## src/rtl/calc1_req_driver_if.sv

```systemverilog
// Host-side and calc1-port-side signal bundle for calc1_req_driver.
// The master modport is the driver itself; the slave modport is whoever
// plays host and calc1 port (the bench, or the surrounding logic).
interface calc1_req_driver_if;
    logic        host_valid;
    logic        host_ready;
    logic [3:0]  host_cmd;
    logic [31:0] host_op1;
    logic [31:0] host_op2;
    logic        rsp_valid;
    logic        rsp_ready;
    logic [1:0]  rsp_resp;
    logic [31:0] rsp_data;
    logic        rsp_timeout;
    logic        spurious_err;
    logic [3:0]  req_cmd_out;
    logic [31:0] req_data_out;
    logic [1:0]  out_resp;
    logic [31:0] out_data;

    modport master (
        input  host_valid, host_cmd, host_op1, host_op2, rsp_ready, out_resp, out_data,
        output host_ready, rsp_valid, rsp_resp, rsp_data, rsp_timeout, spurious_err,
               req_cmd_out, req_data_out
    );

    modport slave (
        output host_valid, host_cmd, host_op1, host_op2, rsp_ready, out_resp, out_data,
        input  host_ready, rsp_valid, rsp_resp, rsp_data, rsp_timeout, spurious_err,
               req_cmd_out, req_data_out
    );
endinterface

```

## src/rtl/calc1_req_driver.sv

```systemverilog
// calc1_req_driver: takes one complete calc1 operation from a host, plays the
// two-cycle request sequence onto a calc1 port, waits (bounded) for the
// response and hands the result back. Every output comes straight from a flop.
module calc1_req_driver #(
    parameter int unsigned TIMEOUT = 64
) (
    input  logic               c_clk,
    input  logic               reset_n,
    calc1_req_driver_if.master bus
);
    typedef enum logic [2:0] {S_IDLE, S_SEND1, S_SEND2, S_WAIT, S_DONE} state_t;

    localparam logic [7:0] LP_LAST = 8'(TIMEOUT - 1);

    state_t      r_state, w_state_next;
    logic [7:0]  r_cnt, w_cnt_next;
    logic [31:0] r_op2, w_op2_next;
    logic        r_host_ready, w_host_ready_next;
    logic        r_rsp_valid, w_rsp_valid_next;
    logic [1:0]  r_rsp_resp, w_rsp_resp_next;
    logic [31:0] r_rsp_data, w_rsp_data_next;
    logic        r_rsp_timeout, w_rsp_timeout_next;
    logic        r_spurious, w_spurious_next;
    logic [3:0]  r_req_cmd, w_req_cmd_next;
    logic [31:0] r_req_data, w_req_data_next;
    logic        w_resp_seen;

    assign w_resp_seen = (bus.out_resp != 2'd0);

    // Next state and next value of every output register. Port lines default
    // to 0 so calc1 only ever sees NOPs outside the two send cycles.
    always_comb begin
        w_state_next       = r_state;
        w_cnt_next         = r_cnt;
        w_op2_next         = r_op2;
        w_rsp_valid_next   = r_rsp_valid;
        w_rsp_resp_next    = r_rsp_resp;
        w_rsp_data_next    = r_rsp_data;
        w_rsp_timeout_next = r_rsp_timeout;
        w_req_cmd_next     = 4'd0;
        w_req_data_next    = 32'd0;
        w_spurious_next    = r_spurious | (w_resp_seen && (r_state != S_WAIT));
        case (r_state)
            S_IDLE: begin
                if (bus.host_valid && r_host_ready) begin
                    w_op2_next = bus.host_op2;
                    if (bus.host_cmd != 4'd0) begin
                        w_state_next    = S_SEND1;
                        w_req_cmd_next  = bus.host_cmd;
                        w_req_data_next = bus.host_op1;
                    end else begin
                        // cmd 0 is rejected locally; rsp_valid follows one edge later
                        w_state_next       = S_DONE;
                        w_rsp_valid_next   = 1'b0;
                        w_rsp_resp_next    = 2'd2;
                        w_rsp_data_next    = 32'd0;
                        w_rsp_timeout_next = 1'b0;
                    end
                end
            end
            S_SEND1: begin
                w_state_next    = S_SEND2;
                w_req_data_next = r_op2;
            end
            S_SEND2: begin
                w_state_next = S_WAIT;
                w_cnt_next   = 8'd0;
            end
            S_WAIT: begin
                w_cnt_next = r_cnt + 8'd1;
                // a response on the timeout edge still wins
                if (w_resp_seen) begin
                    w_state_next       = S_DONE;
                    w_rsp_valid_next   = 1'b1;
                    w_rsp_resp_next    = bus.out_resp;
                    w_rsp_data_next    = bus.out_data;
                    w_rsp_timeout_next = 1'b0;
                end else if (r_cnt == LP_LAST) begin
                    w_state_next       = S_DONE;
                    w_rsp_valid_next   = 1'b1;
                    w_rsp_resp_next    = 2'd3;
                    w_rsp_data_next    = 32'd0;
                    w_rsp_timeout_next = 1'b1;
                end
            end
            S_DONE: begin
                // rsp_ready only counts once the result is actually offered
                if (!r_rsp_valid) begin
                    w_rsp_valid_next = 1'b1;
                end else if (bus.rsp_ready) begin
                    w_state_next       = S_IDLE;
                    w_rsp_valid_next   = 1'b0;
                    w_rsp_resp_next    = 2'd0;
                    w_rsp_data_next    = 32'd0;
                    w_rsp_timeout_next = 1'b0;
                end
            end
            default: w_state_next = S_IDLE;
        endcase
        w_host_ready_next = (w_state_next == S_IDLE);
    end

    // State register.
    always_ff @(posedge c_clk or negedge reset_n) begin
        if (!reset_n) r_state <= S_IDLE;
        else          r_state <= w_state_next;
    end

    // Output, operand and wait-counter registers; reset clears everything at once.
    always_ff @(posedge c_clk or negedge reset_n) begin
        if (!reset_n) begin
            r_cnt         <= 8'd0;
            r_op2         <= 32'd0;
            r_host_ready  <= 1'b0;
            r_rsp_valid   <= 1'b0;
            r_rsp_resp    <= 2'd0;
            r_rsp_data    <= 32'd0;
            r_rsp_timeout <= 1'b0;
            r_spurious    <= 1'b0;
            r_req_cmd     <= 4'd0;
            r_req_data    <= 32'd0;
        end else begin
            r_cnt         <= w_cnt_next;
            r_op2         <= w_op2_next;
            r_host_ready  <= w_host_ready_next;
            r_rsp_valid   <= w_rsp_valid_next;
            r_rsp_resp    <= w_rsp_resp_next;
            r_rsp_data    <= w_rsp_data_next;
            r_rsp_timeout <= w_rsp_timeout_next;
            r_spurious    <= w_spurious_next;
            r_req_cmd     <= w_req_cmd_next;
            r_req_data    <= w_req_data_next;
        end
    end

    assign bus.host_ready   = r_host_ready;
    assign bus.rsp_valid    = r_rsp_valid;
    assign bus.rsp_resp     = r_rsp_resp;
    assign bus.rsp_data     = r_rsp_data;
    assign bus.rsp_timeout  = r_rsp_timeout;
    assign bus.spurious_err = r_spurious;
    assign bus.req_cmd_out  = r_req_cmd;
    assign bus.req_data_out = r_req_data;
endmodule

```

## src/flat_wrapper.sv

```systemverilog
// flat-port wrapper written by rule: the top's interface ports become plain ports
module calc1_req_driver_flat 
#(
    parameter int unsigned TIMEOUT = 64
)
  (c_clk, reset_n, bus_host_valid, bus_host_cmd, bus_host_op1, bus_host_op2, bus_rsp_ready, bus_out_resp, bus_out_data, bus_host_ready, bus_rsp_valid, bus_rsp_resp, bus_rsp_data, bus_rsp_timeout, bus_spurious_err, bus_req_cmd_out, bus_req_data_out);
  calc1_req_driver_if bus_i ();
  input  logic c_clk;
  input  logic reset_n;
  input wire logic [$bits(bus_i.host_valid)-1:0] bus_host_valid;
  input wire logic [$bits(bus_i.host_cmd)-1:0] bus_host_cmd;
  input wire logic [$bits(bus_i.host_op1)-1:0] bus_host_op1;
  input wire logic [$bits(bus_i.host_op2)-1:0] bus_host_op2;
  input wire logic [$bits(bus_i.rsp_ready)-1:0] bus_rsp_ready;
  input wire logic [$bits(bus_i.out_resp)-1:0] bus_out_resp;
  input wire logic [$bits(bus_i.out_data)-1:0] bus_out_data;
  output wire logic [$bits(bus_i.host_ready)-1:0] bus_host_ready;
  output wire logic [$bits(bus_i.rsp_valid)-1:0] bus_rsp_valid;
  output wire logic [$bits(bus_i.rsp_resp)-1:0] bus_rsp_resp;
  output wire logic [$bits(bus_i.rsp_data)-1:0] bus_rsp_data;
  output wire logic [$bits(bus_i.rsp_timeout)-1:0] bus_rsp_timeout;
  output wire logic [$bits(bus_i.spurious_err)-1:0] bus_spurious_err;
  output wire logic [$bits(bus_i.req_cmd_out)-1:0] bus_req_cmd_out;
  output wire logic [$bits(bus_i.req_data_out)-1:0] bus_req_data_out;
  assign bus_i.host_valid = bus_host_valid;
  assign bus_i.host_cmd = bus_host_cmd;
  assign bus_i.host_op1 = bus_host_op1;
  assign bus_i.host_op2 = bus_host_op2;
  assign bus_i.rsp_ready = bus_rsp_ready;
  assign bus_i.out_resp = bus_out_resp;
  assign bus_i.out_data = bus_out_data;
  assign bus_host_ready = bus_i.host_ready;
  assign bus_rsp_valid = bus_i.rsp_valid;
  assign bus_rsp_resp = bus_i.rsp_resp;
  assign bus_rsp_data = bus_i.rsp_data;
  assign bus_rsp_timeout = bus_i.rsp_timeout;
  assign bus_spurious_err = bus_i.spurious_err;
  assign bus_req_cmd_out = bus_i.req_cmd_out;
  assign bus_req_data_out = bus_i.req_data_out;
  calc1_req_driver #(.TIMEOUT(TIMEOUT)) u_core (.c_clk(c_clk), .reset_n(reset_n), .bus(bus_i));
endmodule
```

## config.mk

```make
export PLATFORM = sky130hd
export DESIGN_NAME = calc1_req_driver_flat
export DESIGN_NICKNAME = d
export VERILOG_FILES = /design/src/rtl/calc1_req_driver_if.sv /design/src/rtl/calc1_req_driver.sv /design/src/flat_wrapper.sv
export SDC_FILE = /design/constraint.sdc
export NUM_CORES = 1
export LEC_CHECK = 0
export ABC_CLOCK_PERIOD_IN_PS = 1900
export CAP_MARGIN = 10
export CORE_MARGIN = 4
export CORE_UTILIZATION = 39
export DETAILED_ROUTE_END_ITERATION = 6
export GPL_ROUTABILITY_DRIVEN = 0
export PLACE_DENSITY = 0.88
export SLEW_MARGIN = 40
export SYNTH_ARGS = -nofsm -noshare
export SYNTH_HDL_FRONTEND = slang
export SYNTH_SLANG_ARGS = --single-unit
```

## constraint.sdc

```tcl
create_clock -name c_clk -period 1.9 [get_ports c_clk]
set_input_delay 0.285 -clock c_clk [delete_from_list [all_inputs] [get_ports c_clk]]
set_output_delay 0.285 -clock c_clk [all_outputs]
set_load 0.02 [all_outputs]
```

Word level (Yosys, flattened, before mapping)
Cells that the tools add are included.

storage, ports and cells
  register bits = 117
  bits in latches = 0
  RAM bits = 0
  bits in read-only memories = 0
  input port bits = 106
  output and inout bits = 74
  logic and storage cells = 74
  memories kept = 0

operators by class
  add/sub/neg operators = 1
  multipliers = 0
  div/mod/pow operators = 0
  $lt $le $gt $ge = 0
  eq/ne operators = 11
  shift-type cells = 0
  mux-type cells = 39
  bitwise gates (word level) = 1
  reductions and logical operators = 11

operator list
  cell                                            number
  two-way mux 32 bit                              8
  one-hot mux 32 bit (3 select lines)             1
  one-hot mux 32 bit (2 select lines)             1
  two-way mux 3 bit                               6
  one-hot mux 8 bit (2 select lines)              1
  one-hot mux 3 bit (5 select lines)              1
  two-way mux 2 bit                               6
  two-way mux 4 bit                               3
  two-way mux 1 bit                               9
  adder 8 x 1 -> 8 bit (second input constant)    1
  == test 8 x 6 -> 1 bit (second input constant)  1
  == test 3 x 2 -> 1 bit (second input constant)  2
  logical NOT 3 bit                               2
  one-hot mux 1 bit (3 select lines)              2
  one-hot mux 2 bit (3 select lines)              1
  AND reduction 6 bit                             1
  != test 2 x 1 -> 1 bit (second input constant)  2
  != test 2 bit (second input constant)           2
  AND reduction 4 bit                             1
  nonzero test 2 bit                              2
  nonzero test 4 bit                              1
  == test 3 x 1 -> 1 bit (second input constant)  1
  == test 3 bit (second input constant)           1
  != test 3 x 1 -> 1 bit (second input constant)  1
  other kinds (5)                                 6

Longest topological paths before layout
  depth after elaboration = 5
  gate-level depth with buffers = 7
  depth with buffers taken out = 5

Worst setup path after synthesis
OpenSTA, ideal clock, no wires.

  path type = register to register
  from = reg u_core.r_state[1]
  to = reg u_core.r_op2[10]
  library setup time = 0.125 ns
  data arrival time = 1.614 ns
  required time = 1.775 ns
  slack = 0.161 ns
  stages on the path, launching flop included = 7
  path buffers = 3
  period minus slack after synthesis = 1.739 ns
  cells stage by stage = dfrtp_1 -> clkbuf_2 -> nor3_1 -> nor2b_1 -> buf_2 -> buf_4 -> mux2_2

on the way
  longest elaborated chain between the ends = 2

RTL lines
  item                                  RTL line                 text
  start: declaration                    calc1_req_driver.sv:15   state_t r_state, w_state_next;
  start signal: assignment              calc1_req_driver.sv:106  else r_state <= w_state_next;
  logical NOT 3 bit                     calc1_req_driver.sv:43   case (r_state)
  AND reduction 2 bit (no source line)  -
  end signal: assignment                calc1_req_driver.sv:124  r_op2 <= w_op2_next;
  end: declaration                      calc1_req_driver.sv:17   logic [31:0] r_op2, w_op2_next;

No other way between the ends.
A chain may end at the register's enable or synchronous reset.

Worst setup path in the final report
  from = reg u_core.r_cnt[0]
  to = reg u_core.r_rsp_data[11], in the netlist u_core.bus.rsp_data[11]

on the way
  longest elaborated chain between the ends = 3

RTL lines
  item                                     RTL line                 text
  start: declaration                       calc1_req_driver.sv:16   logic [7:0] r_cnt, w_cnt_next;
  start signal: assignment                 calc1_req_driver.sv:123  r_cnt <= w_cnt_next;
  == test 8 x 6 -> 1 bit                   calc1_req_driver.sv:78   end else if (r_cnt == LP_LAST) begin
  != test 3 x 1 -> 1 bit (no source line)  -
  AND reduction 6 bit (no source line)     -
  end signal: assignment                   calc1_req_driver.sv:128  r_rsp_data <= w_rsp_data_next;
  end: declaration                         calc1_req_driver.sv:21   logic [31:0] r_rsp_data, w_rsp_data_next;

No other way between the ends.

==> results.py <==
metrics = {
    "timing": {
        "setup_violations": 0,
        "setup_tns_ps": 0,
        "hold_violations": 0,
        "fin_crit_sh": 0.9328,
        "drv_slew": 0,
        "maxSlewHeadroom": 0.6435,
        "rsz0062_at_grt": "no",
        "fin_hold_ws_ps": 229.7,
        "post-route-min-period_ps": 1772,
        "max_freq_mhz": 564.2,
        "finClkSkew_ps": 6.621,
        "tightest_slew_ps": 534.7,
        "setup_ws_ps": 127.6,
    },
    "layout": {
        "area_growth_syn_to_layout_pct": 56.24,
        "drive_gt1_frac": 0.1664,
        "nNetsFinal": 647,
        "final_util": 0.6254,
        "antenna_cells": 0,
        "finalInstanceArea_um2": 7202,
    },
    "synthesis": {
        "syn_avg_cell_area_um2": 13.06,
        "synth_top_area_share": 0.6352,
        "yosys_warnings": 0,
        "ys_seq_area_frac": 0.6352,
        "syn_nets": 460,
        "yosys.area.top_type": "dfrtp_1",
        "synth.distinct_cells": 38,
        "syn-cell-area_um2": 4609,
        "syn_inst": 353,
        "synth_area_leaders": "dfrtp_1 64%, mux2_2 8.3%, a22o_1 5.7%, a22oi_1 5.2%, nor2_1 3.4%",
        "synth-seq-cells": 117,
    },
    "global_routing": {
        "grt_pass1_vias": 3925,
        "grt_max_degree": 61,
        "globalRouteTotalUtil": 0.1854,
        "grt_overflow": 0,
        "antenna_found_initial": 0,
        "grt_pass1_wl_mm": 19.33,
    },
    "route": {
        "dr_wl_met2_mm": 6.151,
        "via_count": 3650,
        "routed.top_layer": "met4",
        "wl_per_cell_um": 17.88,
        "drc": 0,
        "wl_mm": 12.44,
        "drtIter0Drc": 256,
        "wl_met1_mm": 4.892,
        "antenna_left": 0,
        "via_per_inst": 5.244,
        "wl_met3_mm": 1.254,
        "drtPass1Iterations": 4,
    },
    "die": {
        "die_area_um2": 13620,
        "row_count": 39,
        "die_h_um": 116.7,
        "initial_utilization": 0.4003,
        "die_w_um": 116.7,
        "io_pins": 180,
        "core_area_um2": 11520,
    },
    "clock_tree": {
        "ctsLongestPathBuffers": 2,
        "cts_made_buffers": 17,
        "htreeDepth": 4,
        "cts_tree": "yes",
        "postCtsSetupBuffers": 0,
        "clock_sinks": 117,
        "clk_pin_slew_ps": 50,
        "clk_latency_ps": 410,
        "clock-root-buffer": "clkbuf_16",
    },
    "run_status": {
        "outcome": "finished clean",
    },
    "setup_path": {
        "start_kind": "flop",
        "crit_fanout": 33,
        "critPathArrivalTime_ps": 2050,
        "crit_type": "reg2reg",
        "cp.required_ps": 2180,
        "end_kind": "flop",
    },
    "placement": {
        "place_ws_ps": -262.6,
        "io_buffers": 179,
        "dpl.hpwl_mm": 8.925,
        "placed_cell_area_um2": 6605,
    },
    "job": {
        "maxCapViolations": 0,
    },
    "hold_path": {
        "hold_path_class": "in2async",
    },
    "power_and_ir_drop": {
        "p_leak_nw": 3.140,
        "ir_worst_vdd_mv": 0.9170,
        "pwr_density_cell_nw_per_um2": 1560,
    },
}
## cell type report
type / instances / area (um^2)
Clock inverter: 10 / 102.6
Sequential cell: 117 / 2928
Tap cell: 143 / 178.9
Fill cell: 860 / 4314
Clock buffer: 22 / 484.2
Inverter: 4 / 15.01
Multi-Input combinational cell: 207 / 1521
Timing Repair Buffer: 193 / 1972
## logic make-up after synthesis
kind of cell / share of synthesized area
flip-flops: 0.6352
AND/OR/NAND/NOR: 0.08931
AO/OA/AOI/OAI: 0.1420
multiplexers: 0.09392
buffers and inverters: 0.03691
adder cells (fa/ha/maj): 0.002714
## repair_timing
| action | CTS | global route |
|---|---|---|
| hold endpoints to repair | 117 | 0 |
| hold buffers | 1 | 0 |
| resized for setup | 0 | 0 |
## state kept, by name, summed over array words and instances, names as in the netlist
signal,cells
u_core.bus.req_data_out,32
u_core.bus.rsp_data,32
u_core.r_op2,32
u_core.r_cnt,8
u_core.bus.req_cmd_out,4
u_core.r_state,3
u_core.bus.rsp_resp,2
u_core.bus.host_ready,1
u_core.bus.rsp_timeout,1
u_core.bus.rsp_valid,1
u_core.bus.spurious_err,1
## per-layer routing
metal / track usage / vias to the layer above
met4: 0.05122 / 0
li1: - / 1648
met1: 0.2135 / 1813
met5: 0 / -
met3: 0.09016 / 14
met2: 0.3091 / 175
## power breakdown
| group | internal, W | switching (W) |
|---|---|---|
| clock | 0.00205 | 0.00106 |
| combinational | 0.00213 | 0.00213 |
| sequential | 0.00336 | 0.000506 |
| total | 0.00754 | 0.00370 |
## synthesized netlist by cell type
| cell type | count |
|---|---|
| dfrtp_1 | 117 |
| nor2_1 | 42 |
| mux2_2 | 34 |
| a22oi_1 | 32 |
| a22o_1 | 30 |
| nand2_1 | 13 |
| clkbuf_1 | 12 |
| o21ai_0 | 10 |
| nor3_1 | 7 |
| buf_6 | 6 |
| mux2i_1 | 5 |
| inv_1 | 4 |
| nand3_1 | 4 |
| a21oi_1 | 3 |
| a22o_2 | 3 |
| and2_1 | 3 |
| buf_2 | 3 |
| buf_4 | 3 |
| and3_1 | 2 |
| nand3b_1 | 2 |
| a21bo_2 | 1 |
| a32oi_1 | 1 |
| and2_2 | 1 |
| and3b_1 | 1 |
| and3b_2 | 1 |
| and4_1 | 1 |
| clkbuf_2 | 1 |
| ha_1 | 1 |
| nand2b_1 | 1 |
| nand4_1 | 1 |
| nand4_4 | 1 |
| nand4bb_1 | 1 |
| nor2b_1 | 1 |
| o211ai_4 | 1 |
| o21ai_2 | 1 |
| o21bai_1 | 1 |
| or2_2 | 1 |
| or4_4 | 1 |
## critical path, cell delays in order, from the launching register on
cell	delay [ps]
dfrtp_1	400
ha_1	210
nand3_1	170
o211ai_4	280
nand4_4	150
buf_12	200
a22o_1	210
## per-stage QoR
stage | instances | power, W
4_1_cts | 696 | 0.01136
5_1_grt | 696 | 0.01187
2_1_floorplan | 353 | 0.006350
3_3_place_gp | 663 | 0.007958
6_report | 696 | 0.01124
3_5_place_dp | 663 | 0.008159
## placed cells by master, fill, tap and decap left out, types with 2 or more instances in the layout
cell,n
buf_4,8
clkbuf_8,4
inv_1,4
nand3_1,4
buf_12,6
nor3_1,7
nand3b_1,2
a22o_2,3
bufinv_16,2
dfrtp_1,117
clkinv_2,7
clkbuf_16,17
nand2_1,13
and3_1,2
mux2_2,34
and2_1,3
a22oi_1,32
nor2_1,41
mux2i_1,5
a21oi_1,3
clkdlybuf4s50_1,178
o21ai_0,10
a22o_1,30
## final timing paths
| kind | start | end | slack, ps | depth (start not counted) |
|---|---|---|---|---|
| worst max-delay path | u_core.r_cnt[0] | u_core.bus.rsp_data[11] | 130 | 6 |
| worst min-delay path | reset_n | u_core.bus.rsp_data[10] | 230 | 2 |
| worst max register to register | u_core.r_cnt[0] | u_core.bus.rsp_data[11] | 130 | 6 |
| worst min register to register | u_core.bus.spurious_err | u_core.bus.spurious_err | 480 | 1 |
| max in group asynchronous | reset_n | u_core.r_op2[29] | 1140 | 3 |
| min in group c_clk | u_core.bus.spurious_err | u_core.bus.spurious_err | 480 | 1 |
Power figures use the tool's default switching activity.
